[config.mk]
export PLATFORM = sky130hd
export DESIGN_NAME = fetch_unit
export DESIGN_NICKNAME = d
export VERILOG_FILES = /design/src/rtl/fetch_pkg.sv /design/src/rtl/fetch_fifo.sv /design/src/rtl/fetch_unit.sv
export SDC_FILE = /design/constraint.sdc
export NUM_CORES = 1
export LEC_CHECK = 0
export CORE_ASPECT_RATIO = 1.75
export CORE_MARGIN = 2
export CORE_UTILIZATION = 31
export DETAILED_ROUTE_END_ITERATION = 16
export PLACE_DENSITY = 0.5
export SLEW_MARGIN = 20
export SYNTH_ARGS = -nofsm -noshare
export SYNTH_HDL_FRONTEND = slang
export SYNTH_SLANG_ARGS = --single-unit
[constraint.sdc]
create_clock -name clk -period 3.95 [get_ports clk]
set_clock_uncertainty 0.15 [all_clocks]
set_input_delay 0.79 -clock clk [delete_from_list [all_inputs] [get_ports clk]]
set_output_delay 0.79 -clock clk [all_outputs]
set_load 0.03 [all_outputs]
[src/rtl/fetch_pkg.sv]
// ============================================================================
// Module      : fetch_pkg
// Description : Shared types and default constants for the fetch unit.
// Revision    : 1.0 - initial release
// ============================================================================
`default_nettype none

package fetch_pkg;

    localparam int unsigned FETCH_XLEN_DEFAULT = 32;
    localparam logic [FETCH_XLEN_DEFAULT-1:0] FETCH_RESET_PC_DEFAULT = 32'h0000_0000;

    // One queued fetch: the instruction word, its address and the fall-through address.
    typedef struct packed {
        logic [FETCH_XLEN_DEFAULT-1:0] instr;
        logic [FETCH_XLEN_DEFAULT-1:0] pc;
        logic [FETCH_XLEN_DEFAULT-1:0] pc4;
    } fetch_entry_t;

endpackage

`default_nettype wire

[src/rtl/fetch_fifo.sv]
// ============================================================================
// Module      : fetch_fifo
// Description : Circular buffer of fetch entries with push, pop and flush.
// Revision    : 1.0 - initial release
// ============================================================================
`default_nettype none

module fetch_fifo
    import fetch_pkg::*;
#(
    parameter int unsigned DEPTH   = 4,
    parameter type         ENTRY_T = fetch_entry_t
) (
    input  logic                   clk,
    input  logic                   reset,
    input  logic                   push,
    input  logic                   pop,
    input  logic                   flush,
    input  ENTRY_T                 wr_entry,
    output ENTRY_T                 head,
    output logic [$clog2(DEPTH):0] count
);

    localparam int unsigned AW = $clog2(DEPTH);

    ENTRY_T        mem_q [DEPTH];
    logic [AW-1:0] head_q, head_d;
    logic [AW-1:0] tail_q, tail_d;
    logic [AW:0]   count_q, count_d;

    // Pointers wrap naturally because DEPTH is a power of two.
    always_comb begin
        head_d  = head_q;
        tail_d  = tail_q;
        count_d = count_q;
        if (flush) begin
            head_d  = '0;
            tail_d  = '0;
            count_d = '0;
        end else begin
            if (push) tail_d = tail_q + 1'b1;
            if (pop)  head_d = head_q + 1'b1;
            case ({push, pop})
                2'b10:   count_d = count_q + 1'b1;
                2'b01:   count_d = count_q - 1'b1;
                default: count_d = count_q;
            endcase
        end
    end

    always_ff @(posedge clk) begin
        if (reset) begin
            head_q  <= '0;
            tail_q  <= '0;
            count_q <= '0;
        end else begin
            head_q  <= head_d;
            tail_q  <= tail_d;
            count_q <= count_d;
        end
    end

    // Storage carries no reset; entries are only meaningful while counted.
    always_ff @(posedge clk) begin
        if (push && !flush) begin
            mem_q[tail_q] <= wr_entry;
        end
    end

    assign head  = mem_q[head_q];
    assign count = count_q;

endmodule

`default_nettype wire

[src/rtl/fetch_unit.sv]
// ============================================================================
// Module      : fetch_unit
// Description : Sequential instruction fetch with redirect and decode queue.
//               Optional performance counters: define FETCH_PERF_COUNTERS_EN.
// Revision    : 1.0 - initial release
// ============================================================================
`default_nettype none

module fetch_unit
    import fetch_pkg::*;
#(
    parameter int unsigned     XLEN     = FETCH_XLEN_DEFAULT,
    parameter int unsigned     DEPTH    = 4,
    parameter logic [XLEN-1:0] RESET_PC = XLEN'(FETCH_RESET_PC_DEFAULT)
) (
    input  logic                   clk,
    input  logic                   reset,
    output logic [XLEN-1:0]        imem_addr,
    input  logic [XLEN-1:0]        imem_data,
    input  logic                   redirect_valid,
    input  logic [XLEN-1:0]        redirect_pc,
    input  logic                   deq_ready,
    output logic                   deq_valid,
    output logic [XLEN-1:0]        deq_instr,
    output logic [XLEN-1:0]        deq_pc,
    output logic [XLEN-1:0]        deq_pc4,
    output logic [$clog2(DEPTH):0] occupancy
`ifdef FETCH_PERF_COUNTERS_EN
    ,
    output logic [XLEN-1:0]        perf_fetch_cnt,
    output logic [XLEN-1:0]        perf_flush_cnt,
    output logic [XLEN-1:0]        perf_stall_cnt
`endif
);

    localparam int unsigned CNT_W = $clog2(DEPTH) + 1;

    typedef struct packed {
        logic [XLEN-1:0] instr;
        logic [XLEN-1:0] pc;
        logic [XLEN-1:0] pc4;
    } entry_t;

    logic [XLEN-1:0]  fetch_pc_q, fetch_pc_d;
    logic [XLEN-1:0]  fetch_pc4;
    logic             push, pop, full;
    logic [CNT_W-1:0] count;
    entry_t           wr_entry, head_entry;

    assign fetch_pc4 = fetch_pc_q + XLEN'(4);
    assign full      = (count == CNT_W'(DEPTH));
    assign deq_valid = (count != '0);

    // A full queue may still accept the new word when the head leaves this cycle.
    assign push = !redirect_valid && (!full || (deq_valid && deq_ready));
    assign pop  = deq_valid && deq_ready && !redirect_valid;

    always_comb begin
        fetch_pc_d = fetch_pc_q;
        if (redirect_valid) begin
            fetch_pc_d = {redirect_pc[XLEN-1:2], 2'b00};
        end else if (push) begin
            fetch_pc_d = fetch_pc4;
        end
    end

    always_ff @(posedge clk) begin
        if (reset) begin
            fetch_pc_q <= RESET_PC;
        end else begin
            fetch_pc_q <= fetch_pc_d;
        end
    end

    assign wr_entry = '{instr: imem_data, pc: fetch_pc_q, pc4: fetch_pc4};

    fetch_fifo #(
        .DEPTH   (DEPTH),
        .ENTRY_T (entry_t)
    ) u_fifo (
        .clk      (clk),
        .reset    (reset),
        .push     (push),
        .pop      (pop),
        .flush    (redirect_valid),
        .wr_entry (wr_entry),
        .head     (head_entry),
        .count    (count)
    );

    assign imem_addr = fetch_pc_q;
    assign deq_instr = head_entry.instr;
    assign deq_pc    = head_entry.pc;
    assign deq_pc4   = head_entry.pc4;
    assign occupancy = count;

`ifdef FETCH_PERF_COUNTERS_EN
    logic [XLEN-1:0] fetch_cnt_q, fetch_cnt_d;
    logic [XLEN-1:0] flush_cnt_q, flush_cnt_d;
    logic [XLEN-1:0] stall_cnt_q, stall_cnt_d;

    // Counters stick at all-ones rather than wrapping.
    always_comb begin
        fetch_cnt_d = fetch_cnt_q;
        flush_cnt_d = flush_cnt_q;
        stall_cnt_d = stall_cnt_q;
        if (push && (fetch_cnt_q != '1))           fetch_cnt_d = fetch_cnt_q + 1'b1;
        if (redirect_valid && (flush_cnt_q != '1)) flush_cnt_d = flush_cnt_q + 1'b1;
        if (full && !pop && (stall_cnt_q != '1))   stall_cnt_d = stall_cnt_q + 1'b1;
    end

    always_ff @(posedge clk) begin
        if (reset) begin
            fetch_cnt_q <= '0;
            flush_cnt_q <= '0;
            stall_cnt_q <= '0;
        end else begin
            fetch_cnt_q <= fetch_cnt_d;
            flush_cnt_q <= flush_cnt_d;
            stall_cnt_q <= stall_cnt_d;
        end
    end

    assign perf_fetch_cnt = fetch_cnt_q;
    assign perf_flush_cnt = flush_cnt_q;
    assign perf_stall_cnt = stall_cnt_q;
`endif

endmodule

`default_nettype wire
After elaboration in Yosys (flattened, before gate mapping):

Memory sizes are Yosys's and may differ from the RTL's. A register that Yosys moved wholly into a read port is not among the register bits.
Cells that the tools add are included.

* $add $sub $neg: 5
* multipliers: 0
* divide/modulo/power cells: 0
* magnitude comparators: 0
* equal/unequal tests: 3
* shift operators: 0
* muxes and demuxes: 7
* bitwise operators: 0
* reductions and logical operators: 11

Operators with widths (count)
* 32-bit two-way mux: 2
* 32-bit by 3-bit adder with 32-bit output (second input constant): 1
* 3-bit one-hot mux with 2 select lines: 1
* 2-bit by 1-bit adder with 2-bit output (second input constant): 2
* 1-bit logical AND: 4
* 2-bit two-way mux: 2
* 2-bit nonzero test: 2
* 3-bit by 1-bit adder with 3-bit output (second input constant): 1
* 3-bit == test (second input constant): 1
* 3-bit nonzero test: 1
* 3-bit by 1-bit subtractor with 3-bit output (second input constant): 1
* 2-bit by 1-bit == test with 1-bit output (second input constant): 1
* 2-bit == test (second input constant): 1
* 1-bit logical NOT: 2
* 1-bit two-way mux: 2
* 2-bit OR reduction: 1
* 1-bit logical OR: 1

* flip-flop bits (word level): 39
* latch bits: 0
* memory bits (writable): 384
* ROM bits: 0
* input port bits: 68
* output and inout bits: 132
* word-level logic and storage cells: 32
* memories: 1

Memory list
* u_fifo.mem_q: depth 4, width 96, read ports 1, clocked after Yosys merged registers in 1, wr ports 1, RTL line fetch_fifo.sv:26 `ENTRY_T mem_q [DEPTH];`

Longest topological paths before layout:

Gate-level depths: netlist of run 1.

* depth in word-level cells: 7
* depth in mapped cells: 11
* mapped depth without buffers: 9

By module:

Synthesis of run 1 repeated with hierarchy kept, for this count alone.

* cells, all modules: 858
* area, all modules: 16637.2 µm²

By module, submodules not included
* fetch_fifo: instances 1, cells each 545, area each 14281.2 µm², sequential area each 11711.2 µm²
* fetch_unit: instances 1, cells each 313, area each 2356.0 µm², sequential area each 600.6 µm²

Least setup slack after synthesis of run 1:

No wires, ideal clock.

* path kind: register to register
* start: reg u_fifo.count_q[0], in the netlist u_fifo.count[0]
* end: mem u_fifo.mem_q[0][10] (netlist name) (enable)
* library setup time: 0.462 ns
* arrival time: 3.428 ns
* required time: 3.338 ns
* setup slack: -0.090 ns
* cell stages (with the launch flop): 6
* path buffers: 1
* period minus slack after synthesis: 4.040 ns
* cells stage by stage: dfxtp_1 inv_1 ha_1 nand3b_1 clkbuf_1 and3_1

* longest elaborated chain between the ends: 7
* elaborated cells on any way between the ends: 9
* those cells by class: eq/ne (1); mux (2); reduce/logical (6)

Ends and longest elaborated chain
* from (decl): RTL line fetch_fifo.sv:29 `logic [AW:0] count_q, count_d;`
* from (signal assigned): RTL line fetch_fifo.sv:59 `count_q <= count_d;`
* 3-bit == test or 3-bit nonzero test (tied branches): RTL line fetch_unit.sv:51, fetch_unit.sv:52
* 1-bit logical NOT or 1-bit logical AND (tied branches): RTL line fetch_unit.sv:55 `assign push = !redirect_valid && (!full || (deq_valid && deq_ready));`
* 1-bit logical OR *: RTL line fetch_unit.sv:55
* 1-bit logical AND *: RTL line fetch_unit.sv:55
* 1-bit logical AND *: RTL line fetch_fifo.sv:65 `if (push && !flush) begin`
* 1-bit two-way mux *: RTL line fetch_fifo.sv:65
* 1-bit two-way mux (implied by the code) *: RTL line fetch_fifo.sv:66 `mem_q[tail_q] <= wr_entry;`
* to (decl): RTL line fetch_fifo.sv:26

Every way passes the cells marked *; elsewhere a longest branch is shown, timed or not.

==> run summary, run 1 <==
The flow ran to the end, and the final reports show no timing, DRC or antenna violations. The post-route minimum period came out at 3.65 ns. The power density normalized to cell area came out at 467 nW/um^2. VDD sags by at most 0.376 mV. The area of the multi-input gates is 3910 sq um. The number of hold-slack violations in the final timing report is 0.

The number of pins exceeding their max-slew limit in the final report came out at 0. In this run the worst path has a maximum fanout of 33. The die span in x is 176 um. The area added between synthesis and finish is 26.8%.

The last weighted congestion value of the routability-driven placer is 0.738. The count of buffers from port buffering is 191. The worst setup path is captured at an output port. STA puts the critical path data arrival time at 2.71 ns. The floorplan has 110 rows.

The hold buffer count at CTS came out at 0. The dominant combinational cell family by area after synthesis is multiplexers. After synthesis, the largest area contributor takes up 69.0% of total cell area. Of the total synthesized cell area, the portion taken by AND, OR, NAND and NOR gates is 5.66%. The final cycle utilization of the critical path is 92.3%.

Setup repair after global routing left no endpoint under its margin. The pre-antenna-repair detailed-routing pass consisted of 4 iterations. The arithmetic-cell share of the synthesized area counting full adders, half adders and majority gates is 0.625%.

The proportion of register bits with asynchronous set or reset after synthesis is 0%. The total negative slack for setup checks is 0 ns. The slowest stage of the critical path is the clkdlybuf4s50_1 cell.

For this block, the initial DRC count from the detailed router was 403. Counting every instance in the synthesized netlist gives 844. Yosys attributes the largest share of cell area to edfxtp_1 69%, mux4_2 13%, dfxtp_1 4.9%, xnor2_1 1.5%, nor2_1 0.89%. After synthesis, the most frequently instantiated cells are 368 x edfxtp_1, 92 x mux4_2, 39 x dfxtp_1, 38 x nor2_1, 36 x clkbuf_1.

The core region area came out at 51200 sq um. The post-detailed-route DRC marker count is 0. For this design the top-level I/O count stands at 200. The post-synthesis area per instance came out at 19.0 sq um. Headroom to the max-slew limit came out at 56.0%. TritonCTS built the clock tree. At the pin with the least slew margin, the transition time is 0.653 ns. The total of flip-flops plus latches after synthesis came out at 407. The overall via count from detail_route came out at 8557. The average vias per placed instance came out at 4.84. The number of gates resized after CTS is 0. The signal on the critical path passes through buf_12 -> mux4_2 -> clkdlybuf4s50_1. The clock tree synthesis step divided the H-tree into 2 levels. The die outline area came out at 53500 sq um. The die is 305 um tall. The leakage power summed over all cells is 0.00639 uW. The maximum number of pins on one net before global-route repair came out at 50. Counting flops with a built-in enable in the synthesized netlist gives 368. The count of antenna-violating nets left after detailed routing came out at 0.

The cell sitting at the root of the clock tree is a clkbuf_16. The stage delay of the slowest cell on the critical path is 0.61 ns. The compound-cell area share of the yosys netlist is 2.47%. The number of nets at the end of the flow came out at 1144.

By instance count, the leading cell after synthesis is edfxtp_1. The overall routed net length came out at 39800 um. The global-route congestion overflow total came out at 0. In the final routed layout, each cell accounts on average for 22.5 um. The count of synthesis-stage warnings from yosys came out at 0. The repair_antennas step left the layout with diodes totalling 0. The number of antenna violations at the first check in global routing came to 2.

The netlist area before placement came out at 16000 sq um. The fraction of final layout cells with drive strength greater than 1 came out at 19.4%. The detailed-placement wirelength estimate came out at 26000 um.

The number of buffers added for setup after CTS came out at 0. The number of fill cells is 4776. Summing the areas of all xor and xnor instances in the mapped netlist gives 2.35% of the synthesized area.

The clock input transition at the sequential cells of the worst setup and hold paths came out at 0.07 ns. At the worst endpoint, the required time is 3.01 ns. The clock passes through at most 3 buffers. The max-capacitance violation count came out at 0. For this run, the top clock speed supported by timing is 274 MHz. The via count of the first global-routing pass came out at 9214. Among all flip-flop cells after synthesis, the most frequent one is edfxtp_1. The portion of netlist area occupied by mux cells is 13.0%. The critical path in this run is classified as reg2out. Setup violations remaining at the end of the flow were counted as 0. The insertion delay to the later sink of the worst-skew pair is 0.56 ns. The number of buffers created by CTS came out at 40. Synthesis instantiated 49 different standard cells from the library. Across every metal layer, demand over resource in global routing totals 14.9%. The storage element area came out at 11800 sq um.

STA classifies the critical path startpoint as a flop. For this configuration, the core starts out at a cell density of 31.3%. After synthesis, flip-flops and latches occupy 73.9% of the total area.

The largest total area in the synthesized netlist belongs to edfxtp_1. In this run the worst hold path is classified as reg2reg. The number of clock sinks came out at 407.

The post-layout utilization of the core came out at 39.7%. The first-pass GRT wire length came out at 59400 um.
==> worst max-delay path, delay by kind of cell (launching register included) <==
family	cells	cell delay [ns]
DFF	1	0.59
buffers and inverters	2	0.94
muxes	1	0.57
==> power breakdown <==
group / total (uW) / leakage (uW) / internal (uW) / switching [uW]
Clock: 3710 / 0.000615 / 2070 / 1640
Combinational: 827 / 0.00203 / 351 / 477
Sequential: 4940 / 0.00374 / 4860 / 82.2
Total: 9480 / 0.00639 / 7280 / 2200
==> cell families after synthesis <==
logic type | after synthesis
DFF | 407
and+or+nand+nor | 166
adders and majority gates | 8
xor gates and xnor gates | 43
AOI/OAI and AO/OA | 53
muxes | 93
other | 1
buffers and inverters | 73
==> cell usage in the layout (no fill, tap or decap), types with 4 or more instances in the layout <==
| cell type | count |
|---|---|
| conb_1 | 6 |
| ha_1 | 8 |
| dfxtp_1 | 37 |
| nor3_1 | 13 |
| a311oi_1 | 12 |
| buf_4 | 34 |
| or3_1 | 4 |
| o21ai_0 | 4 |
| or4_1 | 9 |
| clkbuf_16 | 40 |
| mux4_2 | 92 |
| clkdlybuf4s50_1 | 191 |
| nor4_1 | 12 |
| nor2_1 | 38 |
| or2_2 | 5 |
| a211oi_1 | 12 |
| a21oi_1 | 5 |
| nand2_1 | 27 |
| and4_1 | 5 |
| o31ai_1 | 10 |
| and3_1 | 4 |
| edfxtp_1 | 368 |
| xor2_1 | 16 |
| nand4_1 | 17 |
| buf_12 | 12 |
| clkinv_1 | 6 |
| xnor2_1 | 27 |
| clkbuf_1 | 5 |
| nand3_1 | 15 |
| inv_1 | 12 |
| clkinv_2 | 8 |
| and3_4 | 4 |
==> flip-flops by register name, summed over array words and instances, names as in the netlist, named ones only <==
name and count:
u_fifo.mem_q 368, u_fifo.tail_q 2, u_fifo.count 3, imem_addr 30, u_fifo.head_q 2
==> metrics by stage <==
stage | cells | area, sq um | hold WS [ns] | setup WS, ns | total power [uW]
floorplan | 849 | 16000 | 0.315 | 0.943 | 5460
global placement | 1698 | 19000 | 0.333 | 0.789 | 5870
detailed placement | 1698 | 19000 | 0.335 | 0.791 | 5880
CTS | 1767 | 20300 | 0.343 | 0.198 | 9630
global route | 1767 | 20300 | 0.384 | 0.157 | 9820
finish | 1767 | 20300 | 0.343 | 0.305 | 9480
==> final timing paths <==
check                   start                  end  slack (ns)  cells past startpoint
min reg2reg  u_fifo.tail_q[1]     u_fifo.tail_q[1]        0.34                      2
min          u_fifo.tail_q[1]     u_fifo.tail_q[1]        0.34                      2
max reg2reg      imem_addr[2]  u_fifo.mem_q[0][24]        1.26                      5
max                      flop           deq_pc[19]        0.30                      3
==> metal layers <==
metal	track usage, %	share of wire, %	up-vias
li1	-	-	3861
met1	17.3	39	4396
met2	27.2	53	230
met3	2.76	4.8	66
met4	5.55	3.1	4
met5	0	0.058	-
==> final cells by class <==
| cell class | instances | share of cell area (%) |
|---|---|---|
| Timing Repair Buffer | 237 | 11.9 |
| Clock inverter | 24 | 1.18 |
| Sequential cell | 407 | 58.3 |
| Tap cell | 672 | 4.14 |
| Multi-Input combinational cell | 369 | 19.3 |
| Inverter | 13 | 0.240 |
| Clock buffer | 45 | 5.02 |
Note: power is estimated with default switching activity, not from simulation.
==> run 2, diff against run 1 <==
CELL_PAD_IN_SITES_DETAIL_PLACEMENT = 2   (was not set)
CELL_PAD_IN_SITES_GLOBAL_PLACEMENT = 2   (was not set)
PLACE_DENSITY = 0.63   (was 0.5)
==> run 2 against run 1 <==
Against the previous run:
- count of clock-buffer cells in the layout is 6 higher
- critical path type unchanged
- final cell count is 0.28% lower
- wire length is 5.4% higher
- sequential share of layout area is 0.19 points higher
- largest power group unchanged
==> run summary, run 2 (synthesis gave the netlist of run 1 again) <==
The run finished with clean final reports. The first-pass GRT wire length came to 63500 um (+6.9%). The clock input transition at the sequential cells of the worst setup and hold paths came out at 0.07 ns (about the same). The number of pins exceeding their max-slew limit in the final report was 0 (unchanged). The die outline height came out at 305 um (unchanged). The number of flip-flops in the largest register came out at 368 (unchanged). The die outline area came out at 53500 sq um (unchanged).

In the layout the commonest cells are 368 x edfxtp_1, 191 x clkdlybuf4s50_1, 92 x mux4_2. The number of rows in the core area came out at 110 (unchanged). The most common cell after layout, fill and taps aside is edfxtp_1.

The average vias per placed instance came out at 4.92 (+1.7%). In this run the critical register-to-register path is launched from imem_addr[5]. The leakage power summed over all cells came out at 0.00634 uW (-0.69%). The nature of the critical path endpoint is an output port. The number of antenna violations at the first check in global routing is 1 (-1). The total routing usage reported by global routing came out at 15.8% (+0.91 points). The number of H-tree branching levels came out at 2 (unchanged). The number of placed I/O pins is 200 (unchanged). The global-route congestion overflow total came out at 0 (unchanged). The largest register by flop count is u_fifo.mem_q.

The core region area was 51200 sq um (unchanged). TritonCTS built the clock tree. The number of hold-slack violations in the final timing report is 0 (unchanged). The via count of the first global-routing pass came out at 9951 (+8.0%). The overall routed net length is 41900 um (+5.4%). STA classifies the critical path startpoint as a flop. The classification of the worst-slack hold path is reg2reg. Setup repair after global routing left no endpoint under its margin.

Compared with the post-synthesis result, the final layout area differs by 26.4%. The worst IR drop on VDD came to 0.223 mV (-41%). The storage element area was 11800 sq um (unchanged). The max-capacitance violation count is 0 (unchanged). The antenna diode instance count came to 0 (unchanged). The count of antenna-violating nets left after detailed routing came to 0 (unchanged). The post-layout utilization of the core was 39.5% (-0.13 points). The final routed wire length divided by cell count came out at 23.8 um (+5.7%). The category of the critical setup timing path is reg2out. The violation count after the first detailed-routing iteration came to 416 (+3.2%). The last weighted congestion value of the routability-driven placer came out at 0.732 (-0.85%). The worst hold path begins at u_fifo.tail_q[1]. The number of gates resized after CTS came out at 0 (unchanged). The worst-margin pin slew came out at 0.686 ns (+0.0323 ns). The number of fill cells came out at 4927 (+3.2%). The maximum number of pins on one net before global-route repair came to 54 (+8.0%). The final setup violation count came out at 0 (unchanged). The overall via count from detail_route is 8677 (+1.4%).

The number of buffers created by CTS came out at 39 (-2.5%). The number of nets at the end of the flow is 1136 (-0.70%). The post-route minimum period is 3.49 ns (-0.153 ns). The area of the multi-input gates came out at 3910 sq um (unchanged).

The post-detailed-route DRC marker count is 0 (unchanged). The final cycle utilization of the critical path came out at 88.4% (-3.9 points). The relative slew slack is 53.9% (-2.2 points). The detailed-placement wirelength estimate was 28200 um (+8.2%). The hold buffer count at CTS is 0 (unchanged). The total negative slack for setup checks came out at 0 ns (unchanged). The number of buffers added for setup after CTS is 0 (unchanged).

The count of buffers from port buffering came out at 191 (unchanged). The die span in x came out at 176 um (unchanged). The initial standard-cell utilization of the core came to 31.3% (unchanged). The fraction of final layout cells with drive strength greater than 1 is 18.5% (-0.83 points). The endpoint required time on the critical path is 3.01 ns (about the same). The power density normalized to cell area came out at 470 nW/um^2 (+0.58%). The clock tree buffer depth is 3 (unchanged). The insertion delay to the later sink of the worst-skew pair came out at 0.54 ns (-0.02 ns). The largest driver fanout on the critical path is 18 (-45%). The first-pass iteration count of the detailed router came out at 4 (unchanged).

The fmax was 286 MHz (+4.4%). The cell sitting at the root of the clock tree is a clkbuf_16. The number of clock sinks is 407 (unchanged). The data arrival time of the critical path is 2.55 ns (-0.16 ns).
==> run 2: changes by cell type in the layout (fill, tap and decap cells not counted) <==
cell and delta:
clkbuf_8 +2, clkinv_1 +1, clkinv_2 -3, clkbuf_1 +4
buf_4 -6, buf_12 -1, clkinv_8 -2
==> run 2: final cells by class <==
cell class                      count  share of cell area, %
Timing Repair Buffer              230                   11.6
Sequential cell                   407                   58.5
Clock buffer                       51                   5.25
Multi-Input combinational cell    369                   19.3
Tap cell                          672                   4.15
Clock inverter                     20                  0.965
Inverter                           13                  0.241
==> run 2: final timing paths <==
| check | endpoint | slack (ns) | cells after the start |
|---|---|---|---|
| hold reg to reg | u_fifo.tail_q[1] | 0.38 | 2 |
| hold / removal | u_fifo.tail_q[1] | 0.38 | 2 |
| setup / recovery | deq_pc4[29] | 0.46 | 3 |
| setup reg to reg | imem_addr[17] | 1.27 | 4 |
==> run 2: power breakdown <==
group	total (uW)	leakage, uW	switching (uW)	internal, uW
Sequential	4950	0.00374	89.4	4860
Clock	3720	0.000610	1610	2110
Combinational	834	0.00199	483	351
Total	9510	0.00634	2190	7320
==> run 2: critical path: stages (launching register included) <==
cell	delay, ns
dfxtp_4	0.41
buf_4	0.37
mux4_2	0.59
clkdlybuf4s50_1	0.62
==> run 2: metrics by stage <==
step | cell area, sq um | power, uW | hold slack [ns] | setup slack (ns) | instances
floorplan | 16000 | 5460 | 0.315 | 0.943 | 849
global placement | 19000 | 5870 | 0.341 | 0.798 | 1691
detailed placement | 19000 | 5900 | 0.370 | 0.751 | 1691
CTS | 20200 | 9660 | 0.375 | 0.365 | 1762
global route | 20200 | 9820 | 0.419 | 0.338 | 1762
finish | 20200 | 9510 | 0.378 | 0.458 | 1762
==> run 2: per-layer routing <==
layer | GRT usage [%] | wire length [um] | vias to the layer above
li1 | - | - | 3836
met1 | 18.3 | 16500 | 4543
met2 | 29.3 | 22400 | 233
met3 | 2.74 | 1770 | 63
met4 | 5.32 | 1220 | 2
met5 | 0 | 13 | -
==> run 3, diff against run 2 <==
PLACE_DENSITY = 0.6   (was 0.63)
==> run 3 against run 2 <==
Against the previous run:
- via count shrank 0.40%
- global-route usage grew 0.25 points
- die area is the same
- utilization grew 0.15 points
- non-clock buffer count shrank 5
- wire length grew 1.5%
- critical path type unchanged
- critical endpoint is now deq_instr[14]
- largest cell class unchanged
==> run summary, run 3 (synthesis gave the netlist of run 1 again) <==
The hold buffer count at CTS is 0 (unchanged). The first-pass iteration count of the detailed router came to 4 (unchanged). The antenna diode instance count is 0 (unchanged). The violation count after the first detailed-routing iteration is 352 (-15%).

The number of nets at the end of the flow came to 1133 (-0.26%). The most common cell after layout, fill and taps aside is edfxtp_1. The via count of the first global-routing pass came out at 9844 (-1.1%). The insertion delay to the later sink of the worst-skew pair is 0.55 ns (about the same).

The post-route minimum period is 3.60 ns (+0.113 ns). The cell sitting at the root of the clock tree is a clkbuf_16. The endpoint required time on the critical path is 3.01 ns (about the same). The count of buffers from port buffering came out at 191 (unchanged). The worst setup path is launched from a flop.

The average vias per placed instance is 4.91 (-0.23%). The final cycle utilization of the critical path came out at 91.3% (+2.9 points). The number of gates resized after CTS came out at 0 (unchanged). The die span in x is 176 um (unchanged). The clock tree buffer depth was 3 (unchanged). The largest driver fanout on the critical path came out at 19 (+1). The internal reg-to-reg setup slack is 1.27 ns (about the same). The post-detailed-route DRC marker count came to 0 (unchanged).

In this run the critical register-to-register path is launched from imem_addr[16]. The number of placed I/O pins came to 200 (unchanged). The global-route congestion overflow total is 0 (unchanged). The number of hold-slack violations in the final timing report is 0 (unchanged). The die outline height came out at 305 um (unchanged).

The power density normalized to cell area was 484 nW/um^2 (+3.0%). The worst IR drop on VDD is 0.260 mV (+17%). The endpoint of the worst register-to-register path is imem_addr[30].

The total power consumption of the routed design was 9830 uW (+3.4%). The area added between synthesis and finish is 26.9%. The number of buffers created by CTS came out at 41 (+5.1%). The min-delay analysis places its worst path in the category reg2reg. The worst setup path is captured at an output port.

The final routed wire length divided by cell count is 24.2 um (+1.7%). The number of antenna violations at the first check in global routing is 1 (unchanged). The maximum number of pins on one net before global-route repair came to 58 (+7.4%).

Leaving out fill and tap cells, the most frequent cells in the layout are 368 x edfxtp_1, 191 x clkdlybuf4s50_1, 92 x mux4_2. The critical path is of the reg2out type. The number of flip-flops in the largest register came to 368 (unchanged).

The relative slew slack is 47.0% (-6.8 points). In this run the worst setup path terminates at deq_instr[14]. The total routing usage reported by global routing is 16.1% (+0.25 points).

Setup repair after global routing left no endpoint under its margin. The flow ran to the end, and the final reports show no timing, DRC or antenna violations. The die outline area is 53500 sq um (unchanged). The number of clock sinks is 407 (unchanged). The total negative slack for setup checks is 0 ns (unchanged).

The leakage power summed over all cells came out at 0.00638 uW (+0.58%). The number of H-tree branching levels came out at 2 (unchanged). The cell depth of the worst flop-to-flop path is 4 (unchanged). The overall routed net length came to 42600 um (+1.5%). The detailed-placement wirelength estimate came out at 27900 um (-1.1%).

The core region area is 51200 sq um (unchanged). The worst-margin pin slew came out at 0.792 ns (+0.106 ns). The max-capacitance violation count was 0 (unchanged). The final setup violation count came to 0 (unchanged).

The fraction of final layout cells with drive strength greater than 1 was 18.8% (+0.24 points). Ranked by flip-flop count, first place goes to u_fifo.mem_q. The overall via count from detail_route came to 8642 (-0.40%). The count of antenna-violating nets left after detailed routing came out at 0 (unchanged). The fmax came out at 277 MHz (-3.1%). The number of buffers added for setup after CTS came to 0 (unchanged). The clock input transition at the sequential cells of the worst setup and hold paths is 0.06 ns (about the same). The initial standard-cell utilization of the core came to 31.3% (unchanged). The data arrival time of the critical path is 2.66 ns (+0.11 ns).

The last weighted congestion value of the routability-driven placer came out at 0.731 (-0.14%). The first-pass GRT wire length is 63900 um (+0.52%). TritonCTS built the clock tree. The number of rows in the core area is 110 (unchanged). The number of pins exceeding their max-slew limit in the final report is 0 (unchanged).
[run 3: cell types whose count changed in the layout (fill, tap and decap cells not counted)]
cell / delta
clkinvlp_4: +1
clkbuf_16: +3
clkinv_2: +2
bufinv_16: +3
buf_4: -3
clkbuf_1: -5
clkinv_4: +1
inv_6: -2
clkbuf_8: -1
buf_12: -2
[run 3: layer usage]
metal / routed length, um / vias to the layer above / global-route usage (%)
met5: 9 / - / 0
li1: - / 3835 / -
met2: 23000 / 194 / 29.7
met1: 16700 / 4555 / 18.9
met4: 997 / 2 / 4.67
met3: 1820 / 56 / 2.74
[run 3: worst max-delay path, stage by stage, from the launching register on]
cell             delay (ns)
dfxtp_4                0.50
buf_12                 0.25
buf_12                 0.19
mux4_2                 0.52
clkdlybuf4s50_1        0.63
[run 3: where the power goes]
group	leakage, uW	switching, uW	internal, uW
sequential	0.00374	99.9	4860
combinational	0.00196	470	345
clock	0.000679	1660	2400
[run 3: worst min path at each step]
stage                          start                to  slack, ns  cells after the start
detailed placement  u_fifo.tail_q[1]  u_fifo.tail_q[1]       0.36                      2
global route        u_fifo.tail_q[1]  u_fifo.tail_q[1]       0.40                      2
global placement    u_fifo.tail_q[1]  u_fifo.tail_q[1]       0.33                      2
CTS                 u_fifo.tail_q[1]  u_fifo.tail_q[1]       0.36                      2
floorplan           u_fifo.tail_q[1]  u_fifo.tail_q[1]       0.31                      2
finish              u_fifo.tail_q[1]  u_fifo.tail_q[1]       0.36                      2
[run 3: final cells by class]
cell class	instances	area [sq um]
clock inverter	25	294
timing repair buffer	225	2280
sequential	407	11800
multi-input combinational	369	3910
fill	4924	30900
inverter	13	48.8
tap	672	841
clock buffer	48	1100
[run 3: metrics by stage]
stage	cell area (sq um)	instances	setup WS [ns]	hold slack, ns	util, %
2_1_floorplan	16000	849	0.943	0.315	-
3_3_place_gp	18900	1686	0.847	0.333	36.9
3_5_place_dp	18900	1686	0.847	0.355	36.9
4_1_cts	20300	1759	0.247	0.364	39.7
5_1_grt	20300	1759	0.187	0.401	39.7
6_report	20300	1759	0.345	0.362	39.7
